### src/rtl/lsu_ctrl.sv
// lsu_ctrl: RV32I load/store sequencer for a single-port word memory with a one-cycle read latency.
// Define LSU_MISALIGN_TRAP_EN to report misaligned LH/LHU/SH/LW/SW as errors instead of aligning them down.
module lsu_ctrl (
    input  logic        clk,
    input  logic        rst_n,
    input  logic        req_valid,
    output logic        req_ready,
    input  logic        req_we,
    input  logic [2:0]  req_funct3,
    input  logic [31:0] req_addr,
    input  logic [31:0] req_wdata,
    output logic        resp_valid,
    output logic [31:0] resp_rdata,
    output logic        resp_err,
    output logic        mem_en,
    output logic        mem_we,
    output logic [31:0] mem_addr,
    output logic [31:0] mem_wdata,
    input  logic [31:0] mem_rdata
);
    typedef enum logic [2:0] {IDLE, READ, WAIT, WRITE, RESP} state_t;
    state_t      state;
    logic        op_we;
    logic [2:0]  op_f3;
    logic [1:0]  op_off;
    logic [15:0] op_wdata;
    logic        misalign;
    logic        req_err;
    logic [7:0]  rd_byte;
    logic [15:0] rd_half;
    logic [31:0] load_data;
    logic [31:0] merged;

    assign req_ready = state == IDLE;

    always_comb begin
`ifdef LSU_MISALIGN_TRAP_EN
        misalign = (req_funct3[1:0] == 2'b01 && req_addr[0]) || (req_funct3 == 3'b010 && req_addr[1:0] != 2'b00);
`else
        misalign = 1'b0;
`endif
        req_err = req_funct3 == 3'b011 || req_funct3[2:1] == 2'b11 || (req_we && req_funct3[2]) || misalign;
    end

    // Misaligned offsets fall through naturally: halfwords only look at addr[1], words ignore addr[1:0].
    always_comb begin
        rd_byte   = 8'(mem_rdata >> {op_off, 3'b000});
        rd_half   = op_off[1] ? mem_rdata[31:16] : mem_rdata[15:0];
        load_data = op_f3 == 3'b000 ? {{24{rd_byte[7]}}, rd_byte} :
                    op_f3 == 3'b001 ? {{16{rd_half[15]}}, rd_half} :
                    op_f3 == 3'b100 ? {24'b0, rd_byte} :
                    op_f3 == 3'b101 ? {16'b0, rd_half} : mem_rdata;
        merged    = op_f3[0] ? (op_off[1] ? {op_wdata, mem_rdata[15:0]} : {mem_rdata[31:16], op_wdata}) :
                    (mem_rdata & ~(32'hFF << {op_off, 3'b000})) | ({24'b0, op_wdata[7:0]} << {op_off, 3'b000});
    end

    always_ff @(posedge clk or negedge rst_n) begin
        if (!rst_n) begin
            state      <= IDLE;
            op_we      <= 1'b0;
            op_f3      <= 3'b000;
            op_off     <= 2'b00;
            op_wdata   <= 16'h0;
            resp_valid <= 1'b0;
            resp_err   <= 1'b0;
            resp_rdata <= 32'h0;
            mem_en     <= 1'b0;
            mem_we     <= 1'b0;
            mem_addr   <= 32'h0;
            mem_wdata  <= 32'h0;
        end else begin
            resp_valid <= 1'b0;
            case (state)
                IDLE: if (req_valid) begin
                    op_we    <= req_we;
                    op_f3    <= req_funct3;
                    op_off   <= req_addr[1:0];
                    op_wdata <= req_wdata[15:0];
                    if (req_err) begin
                        state      <= RESP;
                        resp_valid <= 1'b1;
                        resp_err   <= 1'b1;
                        resp_rdata <= 32'h0;
                    end else begin
                        state     <= req_we && req_funct3 == 3'b010 ? WRITE : READ;
                        mem_en    <= 1'b1;
                        mem_we    <= req_we && req_funct3 == 3'b010;
                        mem_addr  <= {req_addr[31:2], 2'b00};
                        mem_wdata <= req_wdata;
                    end
                end
                READ: begin
                    state  <= WAIT;
                    mem_en <= 1'b0;
                end
                WAIT: if (op_we) begin
                    state     <= WRITE;
                    mem_en    <= 1'b1;
                    mem_we    <= 1'b1;
                    mem_wdata <= merged;
                end else begin
                    state      <= RESP;
                    resp_valid <= 1'b1;
                    resp_err   <= 1'b0;
                    resp_rdata <= load_data;
                end
                WRITE: begin
                    state      <= RESP;
                    mem_en     <= 1'b0;
                    mem_we     <= 1'b0;
                    resp_valid <= 1'b1;
                    resp_err   <= 1'b0;
                    resp_rdata <= 32'h0;
                end
                default: state <= IDLE;
            endcase
        end
    end
endmodule

### config.mk
export PLATFORM = sky130hd
export DESIGN_NAME = lsu_ctrl
export DESIGN_NICKNAME = d
export VERILOG_FILES = /design/src/rtl/lsu_ctrl.sv
export SDC_FILE = /design/constraint.sdc
export NUM_CORES = 1
export LEC_CHECK = 0
export CAP_MARGIN = 20
export CORE_AREA = 2 2 147 185
export DETAILED_ROUTE_END_ITERATION = 8
export DIE_AREA = 0 0 149 187
export HOLD_SLACK_MARGIN = 0.15
export PLACE_DENSITY = 0.46
export SETUP_SLACK_MARGIN = 0.5
export SLEW_MARGIN = 20
export SYNTH_ARGS = -nofsm -noshare
export SYNTH_HDL_FRONTEND = slang
export SYNTH_SLANG_ARGS = --single-unit
### constraint.sdc
create_clock -name clk -period 5.92 [get_ports clk]
set_clock_uncertainty 0.2 [all_clocks]
set_input_delay 0.592 -clock clk [delete_from_list [all_inputs] [get_ports clk]]
set_output_delay 0.592 -clock clk [all_outputs]
set_load 0.02 [all_outputs]
---- Word level (Yosys, flattened, before mapping) ----
Cells that the tools add are included.
word-level totals
  bits in registers ....................... 123
  input port bits ......................... 103
  output and inout bits ................... 101
operators by class
  equal/unequal tests ..................... 14
  shifts and indexed selects .............. 3
  muxes and demuxes ....................... 35
  bitwise logic cells ..................... 4
  reduce and logical (&&, ||, !) cells .... 16
operator list
  kind                                               number
  two-way mux 32 bit                                 12
  one-hot mux 32 bit (3 select lines)                1
  one-hot mux 32 bit (2 select lines)                1
  bitwise AND 32 bit                                 1
  NOT 32 bit                                         1
  OR 32 bit                                          1
  << shifter 8 x 5 -> 32 bit                         1
  << shifter 8 x 5 -> 32 bit (first input constant)  1
  >> shifter 32 x 5 -> 8 bit                         1
  two-way mux 16 bit                                 1
  AND reduction 4 bit                                4
  == test 3 x 2 -> 1 bit (second input constant)     4
  one-hot mux 1 bit (3 select lines)                 4
  one-hot mux 3 bit (4 select lines)                 1
  two-way mux 1 bit                                  11
  two-way mux 3 bit                                  3
  inequality test 2 bit (second input constant)      4
  == test 3 x 1 -> 1 bit (second input constant)     2
  == test 3 bit (second input constant)              2
  logical NOT 3 bit                                  2
  nonzero test 3 bit                                 2
  AND reduction 3 bit                                1
  == test 2 bit (second input constant)              1
  logical AND 1 bit                                  2
  7 further kinds                                    8

---- Logic depth before layout (Yosys ltp) ----
Gate-level depths: netlist (run 1).
  word-level depth ........................ 7
  mapped depth ............................ 8
  depth with buffers taken out ............ 4

---- Worst setup path after synthesis (run 1) ----
Ideal clock, no wire load.
  path kind ............................... input to register
  start ................................... input port req_valid
  end ..................................... register resp_rdata[5]
  setup time .............................. 0.126 ns
  arrival ................................. 2.008 ns
  setup slack ............................. 3.586 ns
  stages .................................. 6
  path buffers ............................ 3
  path through ............................ or4b_1 > buf_2 > o32a_1 > buf_6 > buf_6 > a221o_1
on the way
  word-level cells in the longest chain between the ends .. 2
ends and longest elaborated chain
  element                                 RTL line  RTL
  start: declaration                      6         input logic req_valid,
  inequality test 2 bit (no source line)  --
  AND reduction 4 bit (no source line)    --
  end signal: assignment                  105       resp_rdata <= load_data;
  end: declaration                        13        output logic [31:0] resp_rdata,
No other way between the ends.
A chain may end at the register's enable or synchronous reset.

---- Worst setup path after layout (run 1) ----
  start ................................... register state[1]
  end ..................................... register mem_wdata[6]
on the way
  word-level cells in the longest chain between the ends .. 3
  elaborated cells on any way between the ends .. 8
ends and longest elaborated chain
  element                                                                              RTL line  RTL
  start: declaration                                                                   22        state_t state;
  start signal: assignment                                                             85        state <= req_we && req_funct3 == 3'b010 ? WRITE : READ;
  == test 3 x 2 -> 1 bit / logical NOT 3 bit (equally long branches)                   73        case (state)
  inequality test 2 bit (no source line) / nonzero test 2 bit (equally long branches)  --
  AND reduction 4 bit (no source line)                                                 --
  end signal: assignment                                                               89        mem_wdata <= req_wdata;
  end signal: assignment                                                               100       mem_wdata <= merged;
  end: declaration                                                                     18        output logic [31:0] mem_wdata,
Several ways; a longest one is shown, not always the timed one.

==> key figures, run 1 <==
Worst setup path
  • WP buf/inv: 2
  • Largest fanout on the critical path: 66
  • Flop-to-flop setup slack: a little under 3 ns
  • Critical Path Max Stage Delay: 0.91 ns
  • R2r worst-path depth: 5
  • Critical Path Slowest Stage Cell: nor3b_4
  • Required time of the critical path: 6.04 ns
  • RR Endpoint: mem_wdata[6]
  • Most used cell, CP: buf_4
  • R2R Path Start: state[1]
  • Kind of critical path: flop to flop
  • Worst path cell trace: nor3b_4 > buf_4 > a32oi_4 > buf_4 > o31ai_1
  • Critical path endpoint: mem_wdata[6]
  • CP top delay family: simple AND/OR/NAND/NOR gates
  • Crit path arrival time: roughly 3.1 ns
  • Crit path depth: 5
  • Crit end category: flop
  • Critical Path Source: state[1]
  • Startpoint type of the worst setup path: flop

Clocking
  • CTS tree: yes
  • Clock root cell: clkbuf_16
  • Clk_lat worst skew: about 0.42 ns
  • Post-CTS Setup Bufs: 0
  • Num CTS Buffers: 17
  • CTS Sinks: 123
  • Post-CTS sizing: 0
  • H-tree Lvls: 4
  • Clock-pin slew on the worst setup and hold paths: about 0.060 ns
  • Clock tree buffer depth: 2

Floorplan
  • Die H: 187 um
  • Core region area: 26300 um^2
  • Die X: between 100 and 150 um
  • Die area: approximately 28000 um^2
  • Boundary Pins: a little over 200
  • Initial core utilization: approximately 22%
  • Row count: 67

Routing
  • WL met3: 985 um
  • Top routing layer in use: met4
  • Via count: between 5000 and 6000
  • # DRC: 0
  • Routed length on met1: 9.41 mm
  • Final wirelength: around 22 mm
  • Wire length per cell: around 19 um
  • Routed Antenna Nets: 0
  • DR iter-0 viols: approximately 320
  • Pre-antenna DRT Iters: 5
  • Via/cell ratio: between 4 and 5
  • Routed wl met2: around 11 mm

Global routing
  • Gr ovfl total: 0
  • Largest net degree at the start of global routing: 67
  • Initial antenna violation count: 0
  • Number of global-route vias before repair: 5514
  • Total GRT Usage: 16.1%
  • Global-route wire length before repair: around 34 mm

Power and ir drop
  • PwrDens: 579 nW/um^2
  • Peak supply drop: between 150 and 200 uV
  • Tot Pwr: 5.13 mW
  • Pleak: 3.63 nW

Run status
  • Status: completed

Synthesis
  • YS warnings: 0
  • Ys async rst share: 100%
  • EDFF count, synth: 0
  • Yosys top cell by area: dfrtp_1
  • Post-synth top area share: between 50 and 60%
  • Synthesized area per cell: slightly below 10 um^2
  • Mapped Cells: 611
  • Yosys cell types: 46
  • Mapped cell area: slightly below 6000 um^2
  • Register area share after synthesis: between 50% and 60%
  • Synth area leaders: dfrtp_1 (52%), nand2_1 (7.6%), mux2_2 (5.9%)
  • Yosys reg bits: between 100 and 150
  • Most common flop cell mapped by yosys: dfrtp_1

Finish
  • Fin area: just under 9000 um^2
  • Ant. Diodes: 0
  • Layout area overhead: 49.8%
  • Share of layout cells above drive strength 1: under 10%
  • Fill count: around 2800
  • Final net count: about 900
  • Final core occ: between 30 and 40%

Timing
  • Part of the cycle the worst path needs: approximately half
  • Worst hold margin: ~0.28 ns
  • Slew headroom: around 32%
  • Unrepaired setup endpoints after global routing: false
  • Max Transition Viols Final: 0
  • Setup_tns: 0 ns
  • Fmax achieved: 334 MHz
  • Crit path time final: 2.99 ns
  • Final Hold Viols: 0
  • Setup violators final: 0
  • Worst Tran Pin Value: approximately 1.0 ns

Flow run
  • Number of max-cap violations: 0

Placement
  • Post-DP HPWL: about 17 mm
  • Placement Cell Area: approximately 8300 um^2
  • Count of buffers from port buffering: 201
  • GPL Wtd Cong: 0.828

Hold path
  • Hold depth: 2
  • HP Class: flop to flop
## cell families (layout without fill, tap and decap cells)
family          count (synthesis)  count (layout)  share of synthesized area, %
compound gates                180             180                          21.3
buf+inv                        63             256                          4.59
other cells                     1               2                        0.0635
flops                         123             123                          52.1
simple gates                  206             206                          14.7
mux                            38              38                          7.30
## worst min-delay path: stages, from the launching register on
cell and delay, ns:
dfrtp_1 0.34, nand2_1 0.05, o31ai_1 0.05
## synth_stat cells (2+ instances only)
library cell,instances
o21ai_0,41
o22ai_1,24
o21a_1,9
buf_1,4
a221o_1,7
o32ai_1,6
a21oi_1,3
clkbuf_1,38
nor2b_1,6
dfrtp_1,123
nor3_1,4
buf_4,3
nand4_1,2
a22o_1,2
o31ai_1,30
a21boi_0,8
mux2_2,31
nand2_1,119
nand2b_1,6
mux2i_1,6
buf_6,3
nor2_1,58
inv_1,14
a32o_1,3
a2bb2oi_1,7
nor3b_1,3
a211oi_1,15
o211ai_1,18
## final cells by class
| class | instances | area, um^2 | share of cell area [%] |
|---|---|---|---|
| tap | 345 | 432 | 4.88 |
| clock buffer | 23 | 468 | 5.29 |
| sequential | 123 | 3080 | 34.8 |
| clock inverter | 8 | 118 | 1.33 |
| inverter | 14 | 52.6 | 0.594 |
| timing repair buffer | 211 | 2090 | 23.6 |
| multi-input combinational | 426 | 2620 | 29.6 |
## how the worst min path moves through the flow
stage / from / to / slack, ns
CTS: mem_wdata[14] / mem_wdata[14] / 0.28
finish: mem_wdata[11] / mem_wdata[11] / 0.28
detailed placement: mem_wdata[14] / mem_wdata[14] / 0.27
floorplan: rst_n / mem_addr[10] / 0.1
global placement: mem_wdata[11] / mem_wdata[11] / 0.26
global route: resp_rdata[8] / resp_rdata[8] / 0.30
## sequential cells by signal, summed over array words and instances (netlist names)
register and count:
mem_addr 30, op_wdata 16, op_f3 3, op_off 2, resp_err 1, resp_valid 1
mem_wdata 32, op_we 1, resp_rdata 32, mem_en 1, state 3, mem_we 1
## what timing repair did
item	in CTS	in global routing
setup endpoints to repair	0	0
hold buffers	1	0
endpoints found under the hold margin	29	0
## cells in the final DEF (no fill, tap or decap), types with 17 or more instances in the layout
master           Yosys  routed
o211ai_1            18      18
clkbuf_16            0      17
nor2_1              58      58
mux2_2              31      31
dfrtp_1            123     123
o21ai_0             41      40
clkdlybuf4s50_1      0     200
nand2_1            119     119
o22ai_1             24      24
o31ai_1             30      30
## layer usage
metal,up-vias,global-route usage (%)
li1,2553,-
met1,2620,19.6
met2,150,27.6
met3,30,3.68
met4,0,6.23
met5,-,0
## power breakdown
group          internal, mW  total (mW)  switching, mW
combinational          1.12        2.48           1.37
sequential             1.25        1.58          0.332
clock                 0.679        1.06          0.385
## stage by stage
| step | std cells | setup slack, ns |
|---|---|---|
| floorplan | 612 | 3.59 |
| CTS | 1150 | 2.87 |
| global route | 1150 | 2.64 |
| detailed placement | 1118 | 2.64 |
| finish | 1150 | 2.93 |
| global placement | 1117 | 2.66 |
No activity file was read; power rests on OpenSTA's default activity.
==> run 2: changes to the inputs <==
- PLACE_DENSITY: 0.46 -> 0.47
- clock period: 5.92 -> 2.66 ns (I/O delays scaled with it)
==> key figures, run 2 (synthesis results as in run 1) <==
Clocking
  • Clk_lat worst skew: around 0.42 ns
  • Clock tree buffer depth: 2
  • Clock root cell: clkbuf_16
  • CTS Sinks: roughly 120
  • H-tree Lvls: 4
  • CTS tree: yes
  • Clock-pin slew on the worst setup and hold paths: approximately 0.060 ns
  • Num CTS Buffers: 17

Power and ir drop
  • PwrDens: 1280 nW/um^2
  • Sw Pwr: a little under 5 mW
  • Clock power share: approximately 19%
  • Logic pwr share: between 50% and 60%
  • Sequential share of power: roughly 29%
  • Pint: between 6 and 7 mW
  • Tot Pwr: roughly 12 mW
  • Peak supply drop: roughly 360 uV
  • Pleak: around 3.8 nW
  • Switching share of power: slightly above 40%

Timing
  • Fmax achieved: ~460 MHz
  • Max Transition Viols Final: 0
  • Setup WS post-layout: approximately 0.47 ns
  • Slew headroom: 48.6%
  • Worst Tran Pin Value: roughly 0.77 ns
  • Worst hold margin: between 0.15 and 0.2 ns
  • Crit path time final: between 2 and 2.5 ns
  • Part of the cycle the worst path needs: between 80% and 90%
  • Final Hold Viols: 0
  • Setup_tns: 0 ns
  • Unrepaired setup endpoints after global routing: true
  • Setup violators final: 0

Worst setup path
  • RR Endpoint: resp_rdata[0]
  • R2R Path Start: state[0]
  • Kind of critical path: flop to flop
  • R2r worst-path depth: 4
  • Flop-to-flop setup slack: approximately 0.47 ns
  • Crit path arrival time: between 2 and 2.5 ns
  • Required time of the critical path: 2.76 ns
  • Largest fanout on the critical path: 8
  • Crit end category: flop
  • Critical Path Slowest Stage Cell: or4b_4
  • Critical Path Max Stage Delay: 0.55 ns
  • Startpoint type of the worst setup path: flop
  • Worst path cell trace: or4b_4 > o32a_4 > buf_6 > a221o_1

Floorplan
  • Core region area: between 20000 and 30000 um^2
  • Die H: around 190 um
  • Boundary Pins: roughly 200
  • Initial core utilization: ~22%
  • Die X: about 150 um
  • Die area: 27900 um^2
  • Row count: 67

Global routing
  • Global-route wire length before repair: around 35 mm
  • Total GRT Usage: approximately 17%
  • Gr ovfl total: 0
  • Grt met1 use: between 10% and 20%
  • Number of global-route vias before repair: between 5000 and 6000
  • Top Usage Layer GRT: met2
  • Met2 Resource Use GR: between 20% and 30%
  • GR Layer Usage met3: under 10%
  • Largest net degree at the start of global routing: 67
  • Initial antenna violation count: 0

Finish
  • Multi-input gate area: roughly 2700 um^2
  • FF/Latch Area: 3080 um^2
  • Leading cell type in the layout, fill and taps excluded: clkdlybuf4s50_1
  • Share of layout cells above drive strength 1: between 10 and 15%
  • Regs by FF count: mem_wdata x32, resp_rdata x32, mem_addr x30
  • Final net count: 927
  • Ant. Diodes: 0
  • Most frequent cells in the layout: clkdlybuf4s50_1 (199), dfrtp_1 (120), nand2_1 (119)
  • Layout area overhead: 55.8%
  • Post-Layout Cell Count: roughly 1200
  • Fill count: around 2800

Routing
  • Routed Antenna Nets: 0
  • # DRC: 0
  • Final wirelength: 23.0 mm
  • Pre-antenna DRT Iters: 4
  • DR iter-0 viols: about 340
  • Via count: ~5500
  • Wire length per cell: approximately 19 um
  • Via/cell ratio: 4.63

Placement
  • Place WS: -0.00664 ns
  • Count of buffers from port buffering: about 200
  • Inst Count DP: ~1100
  • GPL Wtd Cong: slightly above 0.8
  • Post-DP HPWL: roughly 17 mm

Flow run
  • Number of max-cap violations: 0

Hold path
  • HP Class: primary input to async pin

Run status
  • Status: completed
## run 2: critical path: cells and delay by family, from the launching register on
family,cells,cell delay (ns)
and+or+nand+nor,1,0.55
AOI/OAI and AO/OA,2,0.74
DFF,1,0.42
buffers and inverters,1,0.16
## run 2: power by group through the flow
stage,sequential (mW),combinational [mW],clock [mW]
2_1_floorplan,4.11,2.49,0
3_3_place_gp,3.43,5.82,0
3_5_place_dp,3.44,5.85,0
4_1_cts,3.40,6.13,2.37
5_1_grt,3.50,6.58,2.45
6_report,3.39,6.10,2.29
## run 2: timing repair
item | CTS | global route
pin swaps | 8 | 0
setup buffers | 8 | 0
gates resized for setup | 16 | 9
hold endpoints to repair | 123 | 0
endpoints found under the setup margin | 76 | 24
gates cloned | 2 | 0
hold buffers | 1 | 0
## run 2: final cells by class
| class | instances | share of cell area [%] |
|---|---|---|
| clock buffers | 17 | 4.62 |
| inverters | 14 | 0.571 |
| clock inverters | 15 | 1.64 |
| flip-flops and latches | 123 | 33.5 |
| multi-input cells | 427 | 28.9 |
| well taps | 345 | 4.69 |
| repair buffers | 241 | 26.1 |
## run 2: through the flow
stage,cell area [um^2],utilization (%)
finish,9210,35.0
global route,9210,35.0
CTS,9190,34.9
detailed placement,8450,32.1
global placement,8450,32.1
floorplan,5920,-
## run 2: worst max path at each step
stage / to / from / slack [ns] / cells past startpoint
finish: resp_rdata[0] / state[0] / 0.47 / 4
detailed placement: resp_rdata[17] / mem_rdata[31] / -0.007 / 5
floorplan: resp_rdata[5] / state[0] / 0.35 / 7
CTS: resp_rdata[0] / state[0] / 0.47 / 4
global route: resp_rdata[29] / state[0] / 0.41 / 5
global placement: resp_rdata[17] / mem_rdata[31] / 0.04 / 5
## run 2: per-layer routing
| layer | vias up | routed length [um] |
|---|---|---|
| met2 | 180 | 12000 |
| met4 | 0 | 463 |
| li1 | 2624 | - |
| met3 | 21 | 1260 |
| met5 | - | 0 |
| met1 | 2643 | 9270 |
==> run 3: changes to the inputs <==
- PLACE_DENSITY: 0.47 -> 0.46
- clock period: 2.66 -> 2.3 ns (I/O delays scaled with it)
==> key figures, run 3 (synthesis results as in run 1) <==
Finish
  • Final net count: between 900 and 1000
  • Fill count: between 2000 and 3000
  • Final core occ: around 38%
  • Most frequent cells in the layout: dfrtp_1 (122), nand2_1 (110), clkdlybuf4s50_1 (101)
  • Layout area overhead: 68.4%
  • Share of layout cells above drive strength 1: 20.2%
  • Fin area: 9950 um^2
  • Multi-input gate area: 2850 um^2
  • Leading cell type in the layout, fill and taps excluded: dfrtp_1
  • Post-Layout Cell Count: ~1200
  • FF/Latch Area: between 3000 and 4000 um^2
  • Regs by FF count: mem_wdata x32, resp_rdata x32, mem_addr x30

Power and ir drop
  • Tot Pwr: 14.4 mW
  • Pleak: ~4.9 nW
  • Switching share of power: between 40% and 50%
  • Clock power share: between 10% and 20%
  • Sequential share of power: around 27%
  • Logic pwr share: approximately 54%
  • Peak supply drop: 475 uV
  • Pint: ~8.5 mW
  • Sw Pwr: 5.90 mW
  • PwrDens: around 1500 nW/um^2

Routing
  • Pre-antenna DRT Iters: 4
  • Via count: about 5700
  • Final wirelength: about 24 mm
  • Wire length per cell: between 15 and 20 um
  • Routed Antenna Nets: 0
  • DR iter-0 viols: ~340
  • # DRC: 0
  • Via/cell ratio: around 4.7

Timing
  • Max Transition Viols Final: 0
  • Part of the cycle the worst path needs: between 90 and 100%
  • Setup WS post-layout: approximately 0.16 ns
  • Fmax achieved: about 470 MHz
  • Final Hold Viols: 0
  • Crit path time final: about 2.1 ns
  • Setup violators final: 0
  • Unrepaired setup endpoints after global routing: true

Global routing
  • Gr ovfl total: 0
  • Total GRT Usage: roughly 17%
  • Global-route wire length before repair: ~36 mm
  • Initial antenna violation count: 0
  • Largest net degree at the start of global routing: 50
  • Number of global-route vias before repair: approximately 6000

Placement
  • Placement Cell Area: 8540 um^2
  • Post-DP HPWL: 17.0 mm
  • Place WS: -0.170 ns
  • Count of buffers from port buffering: between 200 and 250
  • Inst Count DP: 1146
  • GPL Wtd Cong: about 0.82

Worst setup path
  • Required time of the critical path: around 2.4 ns
  • Largest fanout on the critical path: 9
  • Kind of critical path: flop to flop
  • Crit path arrival time: about 2.3 ns
  • Crit end category: flop
  • Startpoint type of the worst setup path: flop
  • R2r worst-path depth: 4

Clocking
  • H-tree Lvls: 4
  • Num CTS Buffers: 17
  • Clock-pin slew on the worst setup and hold paths: approximately 0.060 ns
  • CTS tree: yes
  • Clock tree buffer depth: 2
  • Clk_lat worst skew: about 0.42 ns
  • Clock root cell: clkbuf_16
  • CTS Sinks: ~120

Flow run
  • Number of max-cap violations: 0

Hold path
  • Hold depth: 3
  • HP Class: primary input to flop

Floorplan
  • Die X: around 150 um
  • Die area: between 20000 and 30000 um^2
  • Core region area: 26300 um^2
  • Boundary Pins: a little over 200
  • Row count: 67
  • Initial core utilization: between 20 and 25%
  • Die H: around 190 um

Run status
  • Status: completed
run 3: changes by cell type in the layout (fill, tap and decap cells not counted), moves of 5 or more:
cell             previous run  this run
buf_12                      5        12
buf_16                      0         8
buf_4                      32        37
clkdlybuf4s50_1           199       101
dlygate4sd2_1               0        48
dlymetal6s2s_1              0        50
nand2_1                   119       110
nand2_4                     0         6
o22ai_1                    24        16
o22ai_2                     0         8
o31ai_1                    30        13
o31ai_2                     0        16
run 3: layer usage:
layer | GRT usage, % | vias to the layer above | part of all wire, %
met1 | 19.9 | 2772 | 40
met2 | 30.4 | 174 | 52
met4 | 6.89 | 0 | 2.9
li1 | - | 2669 | -
met3 | 3.63 | 40 | 4.7
met5 | 0 | - | 0
run 3: layout make-up:
type	count	share of cell area (%)
clock inverter	11	1.45
tap	345	4.34
antenna	1	0.0251
timing repair buffer	265	29.5
multi-input combinational	426	28.6
inverter	14	0.528
clock buffer	21	4.63
sequential	123	30.9
run 3: through the flow:
step	hold WS, ns	setup TNS (ns)
floorplan	-0.266	-0.0213
global placement	0.0219	-2.12
detailed placement	0.0112	-3.09
CTS	0.162	0
global route	0.185	0
finish	0.189	0
run 3: worst paths after layout:
kind,from,to,slack (ns)
worst max-delay path,state[1],resp_rdata[3],0.16
worst min-delay path,req_wdata[7],op_wdata[7],0.19
worst max register to register,state[1],resp_rdata[3],0.16
worst min register to register,mem_wdata[27],mem_wdata[27],0.27
max in group asynchronous,rst_n,op_off[0],0.68
min in group asynchronous,rst_n,mem_addr[10],0.61
run 3: power by group through the flow:
stage	clock, mW	sequential [mW]	combinational (mW)
3_5_place_dp	0	3.96	6.92
4_1_cts	2.83	3.93	7.58
3_3_place_gp	0	3.94	6.88
5_1_grt	2.91	4.05	8.36
2_1_floorplan	0	4.76	2.88
6_report	2.76	3.91	7.77
run 3: critical path: stages, from the launching register on:
cell and delay (ns):
dfrtp_1 0.37, or4b_4 0.55, o32a_4 0.40, buf_12 0.15, a221o_1 0.34
run 3: timing repair:
action                                 4_1_cts  5_1_grt
setup endpoints to repair                  216      221
buffers inserted                            13        1
hold buffers                                 3        0
endpoints found under the hold margin      124        0
resized for setup                           90       87
cloned                                       9        1
pin swaps                                   12        1
